==> src/rtl/rsa_pkg.sv <==
// rsa_pkg: shared widths, FSM state and op encoding for the RSA datapath
package rsa_pkg;
  localparam int BYTE_W = 8;
  localparam logic OP_ADD = 1'b0;
  localparam logic OP_SUB = 1'b1;
  typedef enum logic {IDLE, RUN} state_t;
endpackage

==> src/rtl/kogge_stone_adder.sv <==
// kogge_stone_adder: combinational parallel-prefix adder of BYTE_W bits
// ports: a/b operands, ci carry in, sum result, co carry out
module kogge_stone_adder
  import rsa_pkg::*;
(
  input  logic [BYTE_W-1:0] a,
  input  logic [BYTE_W-1:0] b,
  input  logic              ci,
  output logic [BYTE_W-1:0] sum,
  output logic              co
);
  logic [BYTE_W-1:0] g, p;
  // carry-in is folded into bit 0 generate so every prefix g[i] is the carry out of bit i;
  // descending i keeps g[i-d]/p[i-d] at the previous prefix level
  always_comb begin
    g = a & b;
    p = a ^ b;
    g[0] = g[0] | (p[0] & ci);
    for (int d = 1; d < BYTE_W; d = d * 2)
      for (int i = BYTE_W - 1; i >= d; i--) begin
        g[i] = g[i] | (p[i] & g[i-d]);
        p[i] = p[i] & p[i-d];
      end
    sum = a ^ b ^ {g[BYTE_W-2:0], ci};
    co = g[BYTE_W-1];
  end
endmodule

==> src/rtl/serial_addsub.sv <==
// serial_addsub: byte-serial multi-precision add/sub over one shared 8-bit adder
// ports: clk, rst_n (async low); start/op_sub/a/b request; busy, done pulse, result, carry_out (not-borrow on sub)
module serial_addsub
  import rsa_pkg::*;
#(
  parameter int WORDS = 4
) (
  input  logic                      clk,
  input  logic                      rst_n,
  input  logic                      start,
  input  logic                      op_sub,
  input  logic [BYTE_W*WORDS-1:0]   a,
  input  logic [BYTE_W*WORDS-1:0]   b,
  output logic                      busy,
  output logic                      done,
  output logic [BYTE_W*WORDS-1:0]   result,
  output logic                      carry_out
);
  localparam int W = BYTE_W * WORDS;
  localparam int IW = $clog2(WORDS);
  state_t state_q, state_d;
  logic [IW-1:0] idx_q, idx_d;
  logic [W-1:0] a_q, a_d, b_q, b_d, res_q, res_d;
  logic carry_q, carry_d, sub_q, sub_d, cout_q, cout_d, done_q, done_d;
  logic [BYTE_W-1:0] sum;
  logic co, last;
  assign last = idx_q == IW'(WORDS - 1);
  kogge_stone_adder u_add (
    .a  (a_q[BYTE_W*idx_q +: BYTE_W]),
    .b  (b_q[BYTE_W*idx_q +: BYTE_W] ^ {BYTE_W{sub_q == OP_SUB}}),
    .ci (carry_q),
    .sum(sum),
    .co (co)
  );
  always_ff @(posedge clk or negedge rst_n)
    if (!rst_n) begin
      state_q <= IDLE;
      idx_q   <= '0;
      a_q     <= '0;
      b_q     <= '0;
      res_q   <= '0;
      carry_q <= 1'b0;
      sub_q   <= 1'b0;
      cout_q  <= 1'b0;
      done_q  <= 1'b0;
    end else begin
      state_q <= state_d;
      idx_q   <= idx_d;
      a_q     <= a_d;
      b_q     <= b_d;
      res_q   <= res_d;
      carry_q <= carry_d;
      sub_q   <= sub_d;
      cout_q  <= cout_d;
      done_q  <= done_d;
    end
  // subtraction seeds the carry with 1 so the inverted b bytes form A + ~B + 1
  always_comb begin
    state_d = state_q;
    idx_d   = idx_q;
    a_d     = a_q;
    b_d     = b_q;
    res_d   = res_q;
    carry_d = carry_q;
    sub_d   = sub_q;
    cout_d  = cout_q;
    done_d  = 1'b0;
    if (state_q == IDLE) begin
      if (start) begin
        a_d     = a;
        b_d     = b;
        sub_d   = op_sub != OP_ADD;
        carry_d = op_sub;
        idx_d   = '0;
        res_d   = '0;
        state_d = RUN;
      end
    end else begin
      res_d[BYTE_W*idx_q +: BYTE_W] = sum;
      carry_d = co;
      idx_d   = last ? '0 : idx_q + 1'b1;
      if (last) begin
        cout_d  = co;
        done_d  = 1'b1;
        state_d = IDLE;
      end
    end
  end
  always_comb begin
    busy      = state_q == RUN;
    done      = done_q;
    result    = res_q;
    carry_out = cout_q;
  end
endmodule

==> config.mk <==
export PLATFORM = sky130hd
export DESIGN_NAME = serial_addsub
export DESIGN_NICKNAME = d
export VERILOG_FILES = /design/src/rtl/rsa_pkg.sv /design/src/rtl/kogge_stone_adder.sv /design/src/rtl/serial_addsub.sv
export SDC_FILE = /design/constraint.sdc
export NUM_CORES = 1
export LEC_CHECK = 0
export CAP_MARGIN = 20
export CELL_PAD_IN_SITES_DETAIL_PLACEMENT = 1
export CELL_PAD_IN_SITES_GLOBAL_PLACEMENT = 1
export CORE_MARGIN = 1.5
export CORE_UTILIZATION = 44
export DETAILED_ROUTE_END_ITERATION = 8
export PLACE_DENSITY_LB_ADDON = 0.1
export SLEW_MARGIN = 20
export SYNTH_ARGS = -nofsm -noshare
export SYNTH_HDL_FRONTEND = slang
export SYNTH_SLANG_ARGS = --single-unit
==> constraint.sdc <==
create_clock -name clk -period 6.85 [get_ports clk]
set_input_delay 1.7125 -clock clk [delete_from_list [all_inputs] [get_ports clk]]
set_output_delay 1.7125 -clock clk [all_outputs]
set_load 0.03 [all_outputs]
Word-level counts from Yosys, hierarchy flattened
Cells that the tools add are included.

$add $sub $neg: 2. $mul: 0. Divide/modulo/power cells: 0. Order comparisons: 0. Equal/unequal tests: 1. Shift-type cells: 4. Mux-type cells: 13. Bitwise logic cells: 51. Reduce and logical (&&, ||, !) cells: 3.

Operator list (number): $mux 32 (2); $shiftx 32x6->8 (2); $neg 5->34 (1); $shift 8x34->32 const A (1); $shiftx 8x34->32 (1); $bwmux 32 (1); $and 1x1->1 (28); $xor 8x8->8 (3); $or 1x1->1 (18); $and 8x8->8 (1); $mux 1 (7); $mux 2 (3); $reduce_and 2->1 (2); $add 2x1->2 const B (1); $eq 2x2->1 const B (1); $reduce_bool 2->1 (1); $not 1->1 (1).

Flip-flop bits (word level): 103. Bits in latches: 0. Memory bits (writable): 0. Bits in read-only memories: 0. Input port bits: 68. Output and inout bits: 35. Word-level logic and storage cells: 83. Memories: 0.

Logic depth before layout (Yosys ltp)
Depth after elaboration: 13. Mapped depth: 11. Gate-level depth less buffers: 9.

Cells and area by module
A second synthesis with hierarchy kept.

Cells, all modules: 338. Area, all modules: 5139.9 um2.

Modules (own cells, without submodules): serial_addsub (times used 1, cells each 297, area an instance 4803.4 um2, sequential area each 2577.5 um2); kogge_stone_adder (times used 1, cells each 41, area an instance 336.6 um2, sequential area each 0.0 um2).

Least setup slack after synthesis
Ideal clock, no wire load.

Path type: reg-to-reg. Start: reg idx_q[0]. End: reg res_q[22] (netlist: result[22]). Library setup time: 121 ps. Data arrival time: 2875 ps. Data required time: 6729 ps. Path slack: 3854 ps. Cell stages (with the launch flop): 11. Path buffers: 1. Clock period less this slack: 2996 ps. Path through: dfrtp_1 buf_6 mux4_2 xnor2_1 fa_1 fa_1 nor2b_4 o2111ai_2 a31oi_1 a31oi_1 a22o_1.

Cells in the longest elaborated chain, start to end: 13. Elaborated cells on any way between the ends: 49. Those cells by class: add/sub (1); shift (4); mux (2); bitwise (42).

RTL lines: start, declared (line serial_addsub.sv:22) `logic [IW-1:0] idx_q, idx_d;`; start signal, assigned (line serial_addsub.sv:48) `idx_q <= idx_d;`; $shiftx 32x6->8 (line serial_addsub.sv:30) `.b (b_q[BYTE_W*idx_q +: BYTE_W] ^ {BYTE_W{sub_q == OP_SUB}}),`; $xor 8x8->8 (line serial_addsub.sv:30); $xor 8x8->8 (line kogge_stone_adder.sv:17, kogge_stone_adder.sv:24); $and 1x1->1 (line kogge_stone_adder.sv:18) `g[0] = g[0] | (p[0] & ci);`; $or 1x1->1 (line kogge_stone_adder.sv:18); $and 1x1->1 (line kogge_stone_adder.sv:21) `g[i] = g[i] | (p[i] & g[i-d]);`; $or 1x1->1 (line kogge_stone_adder.sv:21); $and 1x1->1 (line kogge_stone_adder.sv:21); $or 1x1->1 (line kogge_stone_adder.sv:21); $xor 8x8->8 (line kogge_stone_adder.sv:24) `sum = a ^ b ^ {g[BYTE_W-2:0], ci};`; $shiftx 8x34->32 (line serial_addsub.sv:79) `res_d[BYTE_W*idx_q +: BYTE_W] = sum;`; $bwmux 32 (*) (line serial_addsub.sv:79); $mux 32 (*) (line serial_addsub.sv:68) `if (state_q == IDLE) begin`; end signal, assigned (line serial_addsub.sv:51) `res_q <= res_d;`; end, declared (line serial_addsub.sv:23) `logic [W-1:0] a_q, a_d, b_q, b_d, res_q, res_d;`.

Every way passes the cells marked *; elsewhere a longest branch is shown, timed or not. A chain may end at the register's enable or synchronous reset.

Final worst setup path
Start: in start. End: reg a_q[19].

Cells in the longest elaborated chain, start to end: 1.

RTL lines: start, declared (line serial_addsub.sv:10) `input logic start,`; $reduce_and 2->1 (no line); end signal, assigned (line serial_addsub.sv:39) `a_q <= '0;`; end signal, assigned (line serial_addsub.sv:49) `a_q <= a_d;`; end, declared (line serial_addsub.sv:23).

Every way passes these cells.

==> flow_results.xml <==
<?xml version="1.0" encoding="UTF-8"?>
<metrics>
  <group name="status">
    <metric name="run_status" unit="">finished clean</metric>
  </group>
  <group name="timing">
    <metric name="finalCritPeriodShare" unit="%">53.5</metric>
    <metric name="holdWs" unit="ns">0.490</metric>
    <metric name="finalCriticalPeriod" unit="ns">3.66</metric>
    <metric name="worst_slew_margin_rel" unit="%">42.3</metric>
    <metric name="report.final.setup_viol" unit="">0</metric>
    <metric name="slew_violations" unit="">0</metric>
    <metric name="post_route_setup_tns" unit="ns">0</metric>
    <metric name="tightest_slew" unit="ns">0.866</metric>
    <metric name="final-hold-violation-count" unit="">0</metric>
    <metric name="unrepaired_setup_endpoints_after_global_routing" unit="">false</metric>
    <metric name="achievable-frequency" unit="GHz">0.273</metric>
    <metric name="clock-skew-final" unit="ns">0.0123</metric>
  </group>
  <group name="synthesis">
    <metric name="syn-num-nets" unit="">411</metric>
    <metric name="netlist_area_before_placement" unit="µm²">4720</metric>
    <metric name="ys_ff_latch" unit="">103</metric>
    <metric name="synth.lib_cells_used.distinct" unit="">41</metric>
    <metric name="synth.avg_cell_area" unit="µm²">14.3</metric>
    <metric name="synthesis.instances" unit="">330</metric>
    <metric name="syn_warnings" unit="">0</metric>
    <metric name="synth_enable_flop_cells" unit="">0</metric>
    <metric name="ys_seq_area_share" unit="%">54.6</metric>
    <metric name="async_reset_ff_share" unit="%">100</metric>
    <metric name="synthFlopType" unit="">dfrtp_1</metric>
  </group>
  <group name="cells_and_area">
    <metric name="fill_cells" unit="">1056</metric>
    <metric name="mostFrequentLayoutCell" unit="">dfrtp_1</metric>
    <metric name="area_delta_synth_final" unit="%">28.2</metric>
    <metric name="final_layout_size_suffix_gt1_share" unit="%">25.9</metric>
    <metric name="most-common-layout-cells" unit="">103 x dfrtp_1, 101 x clkdlybuf4s50_1, 64 x mux2_2</metric>
    <metric name="final_net_count" unit="">512</metric>
    <metric name="antennaDiodeCount" unit="">0</metric>
  </group>
  <group name="global_routing">
    <metric name="antenna_found_initial" unit="">0</metric>
    <metric name="grt.met2_usage" unit="%">34.9</metric>
    <metric name="grt-busiest-layer" unit="">met2</metric>
    <metric name="global_route.usage.met1" unit="%">25.9</metric>
    <metric name="maximum_number_of_pins_on_one_net_before_global_route_repair" unit="">70</metric>
    <metric name="met3_usage" unit="%">3.59</metric>
    <metric name="first_global_vias" unit="">3364</metric>
    <metric name="grt_pass1_wl" unit="µm">17300</metric>
    <metric name="grt_remaining_overflow" unit="">0</metric>
    <metric name="global_route.usage.total" unit="%">19.9</metric>
  </group>
  <group name="drt">
    <metric name="drt-pass1-iter-count" unit="">4</metric>
    <metric name="first_iter_violations" unit="">56</metric>
    <metric name="routed_wirelength" unit="µm">10400</metric>
    <metric name="drc" unit="">0</metric>
    <metric name="drt-wirelength-per-cell" unit="µm">18.2</metric>
    <metric name="num_vias" unit="">3049</metric>
    <metric name="route.detailed.vias_per_inst" unit="">5.33</metric>
    <metric name="route.antenna.remaining_nets" unit="">0</metric>
  </group>
  <group name="min_path">
    <metric name="hold_path.class" unit="">reg -&gt; reg</metric>
  </group>
  <group name="clock_tree">
    <metric name="cts_repair_resize_count" unit="">0</metric>
    <metric name="tritoncts.num_buffers" unit="">9</metric>
    <metric name="clk_path_buf_depth" unit="">2</metric>
    <metric name="worstSkewPairLatency" unit="ns">0.36</metric>
    <metric name="total_number_of_clock_tree_sinks" unit="">103</metric>
    <metric name="cts_tree" unit="">yes</metric>
    <metric name="cts.clk_slew.worst_paths" unit="ns">0.10</metric>
    <metric name="h-tree-depth" unit="">3</metric>
    <metric name="hold_bufs_inserted_after_cts" unit="">0</metric>
    <metric name="post-cts-setup-buffer-count" unit="">0</metric>
    <metric name="cts_root_buffer" unit="">clkbuf_8</metric>
  </group>
  <group name="critical_path">
    <metric name="crit_chain" unit="">clkdlybuf4s50_1, nor2b_4, buf_4, mux2_2</metric>
    <metric name="critical_path_class" unit="">in -&gt; reg</metric>
    <metric name="critical_path_buf_inv_count" unit="">2</metric>
    <metric name="cp_data_arrival_time" unit="ns">3.90</metric>
    <metric name="endpoint_kind" unit="">flip-flop</metric>
    <metric name="slowest_delay" unit="ns">0.60</metric>
    <metric name="crit_slowest_cell" unit="">buf_4</metric>
    <metric name="data_required_time_at_the_worst_endpoint" unit="ns">7.09</metric>
    <metric name="cp-start-kind" unit="">input pin</metric>
    <metric name="critical-path-top-delay-family" unit="">buffers and inverters</metric>
    <metric name="cp_max_fo" unit="">47</metric>
  </group>
  <group name="die">
    <metric name="rows" unit="">37</metric>
    <metric name="fp.dieH" unit="µm">107</metric>
    <metric name="chipWidth" unit="µm">107</metric>
    <metric name="die_area" unit="µm²">11400</metric>
    <metric name="initial_cell_density_of_the_core" unit="%">45.6</metric>
    <metric name="fp.coreArea" unit="µm²">10400</metric>
    <metric name="floorplan.io_pins" unit="">103</metric>
  </group>
  <group name="placed_design">
    <metric name="place.detailed.hpwl" unit="µm">7870</metric>
    <metric name="globalplace.congestion" unit="">0.761</metric>
    <metric name="io_buffer_count" unit="">102</metric>
  </group>
  <group name="run">
    <metric name="maxCapViolCount" unit="">0</metric>
  </group>
</metrics>
metrics by stage:
stage          cells  instance area, µm²  util (%)  worst slack [ns]
2_1_floorplan    330                4720         -              3.85
3_3_place_gp     556                5850      56.4              2.85
3_5_place_dp     556                5850      56.4              2.81
4_1_cts          572                6060      58.4              3.17
5_1_grt          572                6060      58.4              3.00
6_report         572                6060      58.4              3.19
per-layer routing:
layer	vias to the layer above	share of wire (%)
met4	0	1.2
li1	1407	-
met1	1563	44
met2	69	52
met5	-	0
met3	10	3.3
sequential cells by signal (all words and copies together) (netlist names):
signal and count:
done 1, b_q 32, idx_q 2, result 32, busy 1, carry_q 1, a_q 32, sub_q 1
carry_out 1
cell type report:
type | instances | area, µm² | area share, %
Clock buffer | 11 | 141 | 2.33
Inverter | 10 | 37.5 | 0.620
Sequential cell | 103 | 2580 | 42.5
Clock inverter | 5 | 63.8 | 1.05
Multi-Input combinational cell | 201 | 2020 | 33.3
Timing Repair Buffer | 106 | 1050 | 17.3
Tap cell | 136 | 170 | 2.81
worst paths after layout:
kind / cells past startpoint / slack [ns] / startpoint / endpoint
max: 4 / 3.19 / start / a_q[19]
min: 2 / 0.49 / result[8] / result[8]
max reg2reg: 10 / 3.22 / idx_q[0] / result[6]
min reg2reg: 2 / 0.49 / result[8] / result[8]
max in group asynchronous: 2 / 4.34 / rst_n / a_q[1]
min in group asynchronous: 1 / 1.28 / rst_n / result[15]
synthesized netlist by cell type, types with 2 or more instances:
| library cell | n | area share, % |
|---|---|---|
| a21oi_2 | 3 | 0.56 |
| nand2b_1 | 3 | 0.40 |
| mux2_2 | 64 | 15 |
| a21oi_1 | 2 | 0.21 |
| and2_1 | 2 | 0.26 |
| or3_1 | 2 | 0.26 |
| xor2_1 | 8 | 1.5 |
| buf_2 | 9 | 0.95 |
| dfrtp_1 | 103 | 55 |
| a31oi_1 | 4 | 0.53 |
| fa_1 | 2 | 0.85 |
| mux4_2 | 16 | 7.6 |
| inv_1 | 10 | 0.79 |
| nor3_2 | 2 | 0.42 |
| ha_1 | 11 | 2.9 |
| nor2_1 | 9 | 0.71 |
| a21o_1 | 3 | 0.48 |
| o21ai_0 | 10 | 1.1 |
| a22o_1 | 24 | 4.4 |
| buf_6 | 3 | 0.71 |
| xnor2_1 | 4 | 0.74 |
| nand2_1 | 16 | 1.3 |
| buf_1 | 2 | 0.16 |
worst reg2reg max path, stage by stage (launching register included):
cell       delay (ns)
dfrtp_1          0.57
buf_4            0.39
mux4_2           0.57
xnor2_1          0.15
fa_1             0.41
fa_1             0.47
nor2b_4          0.16
o2111ai_2        0.13
a31oi_1          0.24
a31oi_1          0.16
a22o_1           0.28
cells by family after synthesis:
| family | after synthesis | synth area share (%) |
|---|---|---|
| AOI/OAI and AO/OA | 55 | 9.24 |
| adders and majority gates | 13 | 3.76 |
| DFF | 103 | 54.6 |
| muxes | 81 | 23.1 |
| buffers and inverters | 26 | 2.86 |
| and+or+nand+nor | 40 | 4.24 |
| xor gates and xnor gates | 12 | 2.22 |
Power is left out: the tool's default activity adds up to more than one toggle a clock period on the data nets, which glitch-free logic cannot reach.
